<file path="config.mk">
export PLATFORM = sky130hd
export DESIGN_NAME = hazard_sequencer
export DESIGN_NICKNAME = d
export VERILOG_FILES = /design/src/rtl/hazard_sequencer.sv
export SDC_FILE = /design/constraint.sdc
export NUM_CORES = 1
export LEC_CHECK = 0
export ABC_AREA = 1
export BUFFER_PORTS_ARGS = -buffer_cell sky130_fd_sc_hd__buf_2
export CELL_PAD_IN_SITES_DETAIL_PLACEMENT = 0
export CELL_PAD_IN_SITES_GLOBAL_PLACEMENT = 1
export CORE_MARGIN = 1
export CORE_UTILIZATION = 38
export CTS_BUF_LIST = sky130_fd_sc_hd__clkbuf_4 sky130_fd_sc_hd__clkbuf_8 sky130_fd_sc_hd__clkbuf_16
export DETAILED_ROUTE_END_ITERATION = 12
export HOLD_SLACK_MARGIN = 0.02
export PLACE_DENSITY_LB_ADDON = 0.1
export SETUP_SLACK_MARGIN = 0.4
export SLEW_MARGIN = 20
export SYNTH_ARGS = -nofsm -noshare
export SYNTH_HDL_FRONTEND = slang
export SYNTH_SLANG_ARGS = --single-unit
export TNS_END_PERCENT = 50
</file>
<file path="constraint.sdc">
create_clock -name clk -period 2.3 [get_ports clk]
set_input_delay 0.23 -clock clk [delete_from_list [all_inputs] [get_ports clk]]
set_output_delay 0.23 -clock clk [all_outputs]
set_load 0.1 [all_outputs]
</file>
<file path="src/rtl/hazard_sequencer.sv">
// Load-use / flag hazard stall and taken-branch flush sequencer for the 5-stage pipeline.
// Outputs are combinational from state and inputs; stall/flush perf counters saturate.
module hazard_sequencer #(
   parameter int unsigned LU_STALL_CYCLES = 1,
   parameter int unsigned BR_FLUSH_CYCLES = 1,
   parameter bit          FLAG_FWD        = 1'b1,
   parameter int unsigned CNT_W           = 16
) (
   input  logic             clk,
   input  logic             reset,
   input  logic [4:0]       ID_rs1,
   input  logic [4:0]       ID_rs2,
   input  logic             ID_rs1_used,
   input  logic             ID_rs2_used,
   input  logic             ID_is_bcond,
   input  logic             ID_BrTaken,
   input  logic             EX_MemRead,
   input  logic             EX_RegWrite,
   input  logic [4:0]       EX_Rd,
   input  logic             EX_SetFlag,
   output logic             PC_en,
   output logic             IF_ID_en,
   output logic             IF_ID_flush,
   output logic             ID_EX_bubble,
   output logic [CNT_W-1:0] stall_cnt,
   output logic [CNT_W-1:0] flush_cnt
);

   typedef enum logic [1:0] {RUN, LU_STALL, FLUSH} state_t;

   localparam logic [2:0] LU_REM = (LU_STALL_CYCLES > 1) ? 3'(LU_STALL_CYCLES - 2) : 3'd0;
   localparam logic [2:0] BR_REM = (BR_FLUSH_CYCLES > 1) ? 3'(BR_FLUSH_CYCLES - 2) : 3'd0;

   state_t           state_q, state_d;
   logic [2:0]       rem_q, rem_d;
   logic [CNT_W-1:0] stall_cnt_q, flush_cnt_q;
   logic             lu_haz, fl_haz;

   // X31 is XZR: writes to it are discarded, so it can never create a dependency.
   assign lu_haz = EX_MemRead & EX_RegWrite & (EX_Rd != 5'd31) &
                   ((ID_rs1_used & (ID_rs1 == EX_Rd)) | (ID_rs2_used & (ID_rs2 == EX_Rd)));
   assign fl_haz = (FLAG_FWD == 1'b0) & ID_is_bcond & EX_SetFlag;

   always_comb begin
      state_d      = state_q;
      rem_d        = rem_q;
      PC_en        = 1'b1;
      IF_ID_en     = 1'b1;
      IF_ID_flush  = 1'b0;
      ID_EX_bubble = 1'b0;
      case (state_q)
         RUN: begin
            // A stall masks ID_BrTaken: the branch operand may be stale until the stall ends.
            if (lu_haz || fl_haz) begin
               PC_en        = 1'b0;
               IF_ID_en     = 1'b0;
               ID_EX_bubble = 1'b1;
               if (lu_haz && LU_STALL_CYCLES > 1) begin
                  state_d = LU_STALL;
                  rem_d   = LU_REM;
               end
            end else if (ID_BrTaken) begin
               IF_ID_flush = 1'b1;
               if (BR_FLUSH_CYCLES > 1) begin
                  state_d = FLUSH;
                  rem_d   = BR_REM;
               end
            end
         end
         LU_STALL: begin
            PC_en        = 1'b0;
            IF_ID_en     = 1'b0;
            ID_EX_bubble = 1'b1;
            if (rem_q == 3'd0) state_d = RUN;
            else               rem_d   = rem_q - 3'd1;
         end
         FLUSH: begin
            IF_ID_flush = 1'b1;
            if (rem_q == 3'd0) state_d = RUN;
            else               rem_d   = rem_q - 3'd1;
         end
         default: state_d = RUN;
      endcase
      if (reset) begin
         PC_en        = 1'b0;
         IF_ID_en     = 1'b0;
         IF_ID_flush  = 1'b1;
         ID_EX_bubble = 1'b1;
      end
   end

   always_ff @(posedge clk) begin
      if (reset) begin
         state_q     <= RUN;
         rem_q       <= '0;
         stall_cnt_q <= '0;
         flush_cnt_q <= '0;
      end else begin
         state_q <= state_d;
         rem_q   <= rem_d;
         if (ID_EX_bubble && stall_cnt_q != '1) stall_cnt_q <= stall_cnt_q + CNT_W'(1);
         if (IF_ID_flush && flush_cnt_q != '1)  flush_cnt_q <= flush_cnt_q + CNT_W'(1);
      end
   end

   assign stall_cnt = stall_cnt_q;
   assign flush_cnt = flush_cnt_q;

endmodule
</file>
==> results.toml <==
[critical_path]
r2r_cells = 12
timing.rr.end = "flush_cnt[8]"
critPathMaxFanout = 13
critPathKind = "in2out"
worstSetupEndpointType = "primary output"
worstPathArrival_ns = 1.57
rrSetupSlack_ns = 0.55
required_ns = 2.07
r2r-start = "flush_cnt[1]"
cp-start-kind = "input port"

[floorplanning]
die_area_mm2 = 0.00611
num_rows = 27
coreArea_mm2 = 0.00554
start_util = 0.398
die_height_um = 78.2
die_x_um = 78.2
io-pin-count = 60

[synthesis]
synth_cell_types = 28
yosysSeqAreaShare = 0.290
ys.flop_type = "dfxtp_1"
synthArstFlopShare = 0
synthesis.nets = 384
ys_ff_latch = 32
ys_warn_count = 0
synth-edff-count = 0
avgSynthCellArea_um2 = 6.16
synth_area_mm2 = 0.00221
netlist_instances = 358

[worst_hold_path]
hold_path_startpoint = "ID_BrTaken"
worstHoldPathCells = 4
hp-class = "in2reg"
min_to = "flush_cnt[5]"

[sta]
rsz0062_at_grt = "yes"
finalCritPeriodShare = 0.781
clock-skew-final_ns = 0.0109
max_slew_margin = 0.665
fin_hold_ws_ns = 0.269
report.final.hold_viol_count = 0
fin_crit_ns = 1.80
setup_tns_ns = 0
slew_viol_final = 0
setup_viol = 0
worst-slew-pin-transition_ns = 0.498
worst_slack_ns = 0.504
fmax_mhz = 557

[route]
drc = 0
viasPerCell = 4.74
firstDrtPassIters = 4
wl_mm = 5.44
ant_nets = 0
drtIter0Drc = 64
vias = 2326
wl_per_cell_um = 11.1

[placement]
pre_cts_ws_ns = 0.378
gp_congestion = 0.772
dp.cells = 481
dp_hpwl_mm = 4.05
place.port_buffers = 57

[cts]
cts_buffers = 5
path_clk_slew_ns = 0.08
insertion_delay_ns = 0.29
ctsHoldBuffers = 0
cts.sinks = 32
cts_root_buffer = "clkbuf_8"
cts_tree = "yes"
clockBufferDepth = 2
h-tree-depth = 2

[layout]
nets = 444
final_common_cell = "nand2_1"
fillers = 627
drive_gt1_frac = 0.308
num_antenna_cells = 0
final_cell_mix = "101 x nand2_1, 55 x buf_2, 51 x inv_1"
syn2layout_area_growth_pct = 24.4
fin_util = 0.495
instances_no_fill = 491

[grt]
grt-ovfl-total = 0
grt_start_max_net_pins = 23
grt_pass1_wl_mm = 9.16
grt_pass1_vias = 2064
grt_antenna_before_repair = 0
gr-usage-all-layers = 0.187

[job]
cap_violations = 0

[pwr]
p_leak_uw = 0.00133
vdd_drop_max_mv = 0.300
powerDensity_mw_per_mm2 = 490

[outcome]
outcome = "complete, no violations"
[sequential cells by signal (all words and copies together) (netlist names)]
name and count:
flush_cnt 16, stall_cnt 16
[layer usage]
metal / part of all wire / vias to the layer above / track usage
met5: 0 / - / 0
met4: 0.013 / 0 / 0.0611
met3: 0.043 / 6 / 0.0349
met2: 0.43 / 44 / 0.296
met1: 0.52 / 1040 / 0.254
li1: - / 1236 / -
[cell usage after synthesis, drive strengths merged (2+ instances only)]
| cell | number | area [um2] |
|---|---|---|
| o21bai | 4 | 30.0 |
| a21oi | 18 | 128 |
| o21ai | 5 | 25.0 |
| nor2 | 52 | 205 |
| nand4 | 7 | 58.8 |
| buf | 5 | 42.5 |
| ha | 2 | 25.0 |
| nand3 | 42 | 215 |
| inv | 55 | 206 |
| clkbuf | 3 | 11.3 |
| nand2 | 112 | 458 |
| xnor2 | 5 | 43.8 |
| nor3 | 5 | 25.0 |
| dfxtp | 32 | 641 |
| xor2 | 8 | 70.1 |
[stage by stage]
stage | power [uW] | area (um2)
final | 1340 | 2740
after floorplan | 760 | 2280
after global routing | 1400 | 2740
after global placement | 802 | 2590
after detailed placement | 803 | 2590
after CTS | 1360 | 2710
[how the worst max path moves through the flow]
stage | to | startpoint
2_1_floorplan | PC_en | EX_Rd[1]
3_3_place_gp | IF_ID_flush | EX_Rd[1]
3_5_place_dp | IF_ID_flush | EX_Rd[1]
4_1_cts | stall_cnt[0] | stall_cnt[0]
5_1_grt | IF_ID_en | EX_Rd[2]
6_report | IF_ID_flush | EX_Rd[3]
[report_power, final]
group          switching (uW)  internal [uW]  leakage, uW  total, uW
registers                10.5            562     0.000275        572
logic                     167           51.8     0.000993        218
clock network             220            333    0.0000586        553
total                     397            947      0.00133       1340
[cell type report]
| class | count | area (um2) | share of cell area |
|---|---|---|---|
| Multi-Input combinational cell | 263 | 1320 | 0.482 |
| Clock inverter | 2 | 35.0 | 0.0128 |
| Sequential cell | 32 | 688 | 0.251 |
| Clock buffer | 6 | 76.3 | 0.0278 |
| Inverter | 55 | 210 | 0.0766 |
| Timing Repair Buffer | 61 | 320 | 0.117 |
| Tap cell | 72 | 90.1 | 0.0328 |
[what timing repair did]
item                                    CTS  global route
buffers inserted                          0             2
resized for setup                         1             4
endpoints found under the setup margin    1            15
[worst max-delay path, stage by stage]
cell and delay [ns]:
buf_2 0.12, inv_2 0.04, nand2_1 0.04, nand2_1 0.05
nor2_1 0.12, nand3_1 0.08, nand2_1 0.11, nand2_2 0.11
nand2_2 0.23, nand2_2 0.16, buf_4 0.27
[cell families (layout without fill, tap and decap cells)]
group,count (synthesis),in the layout,synth area share
AND/OR/NAND/NOR,221,221,0.446
flip-flops,32,32,0.290
adder cells (fa/ha/maj),2,2,0.0113
AO/OA/AOI/OAI,27,27,0.0828
XOR/XNOR,13,13,0.0516
buffers and inverters,63,124,0.118
No activity file was read; power rests on OpenSTA's default activity.
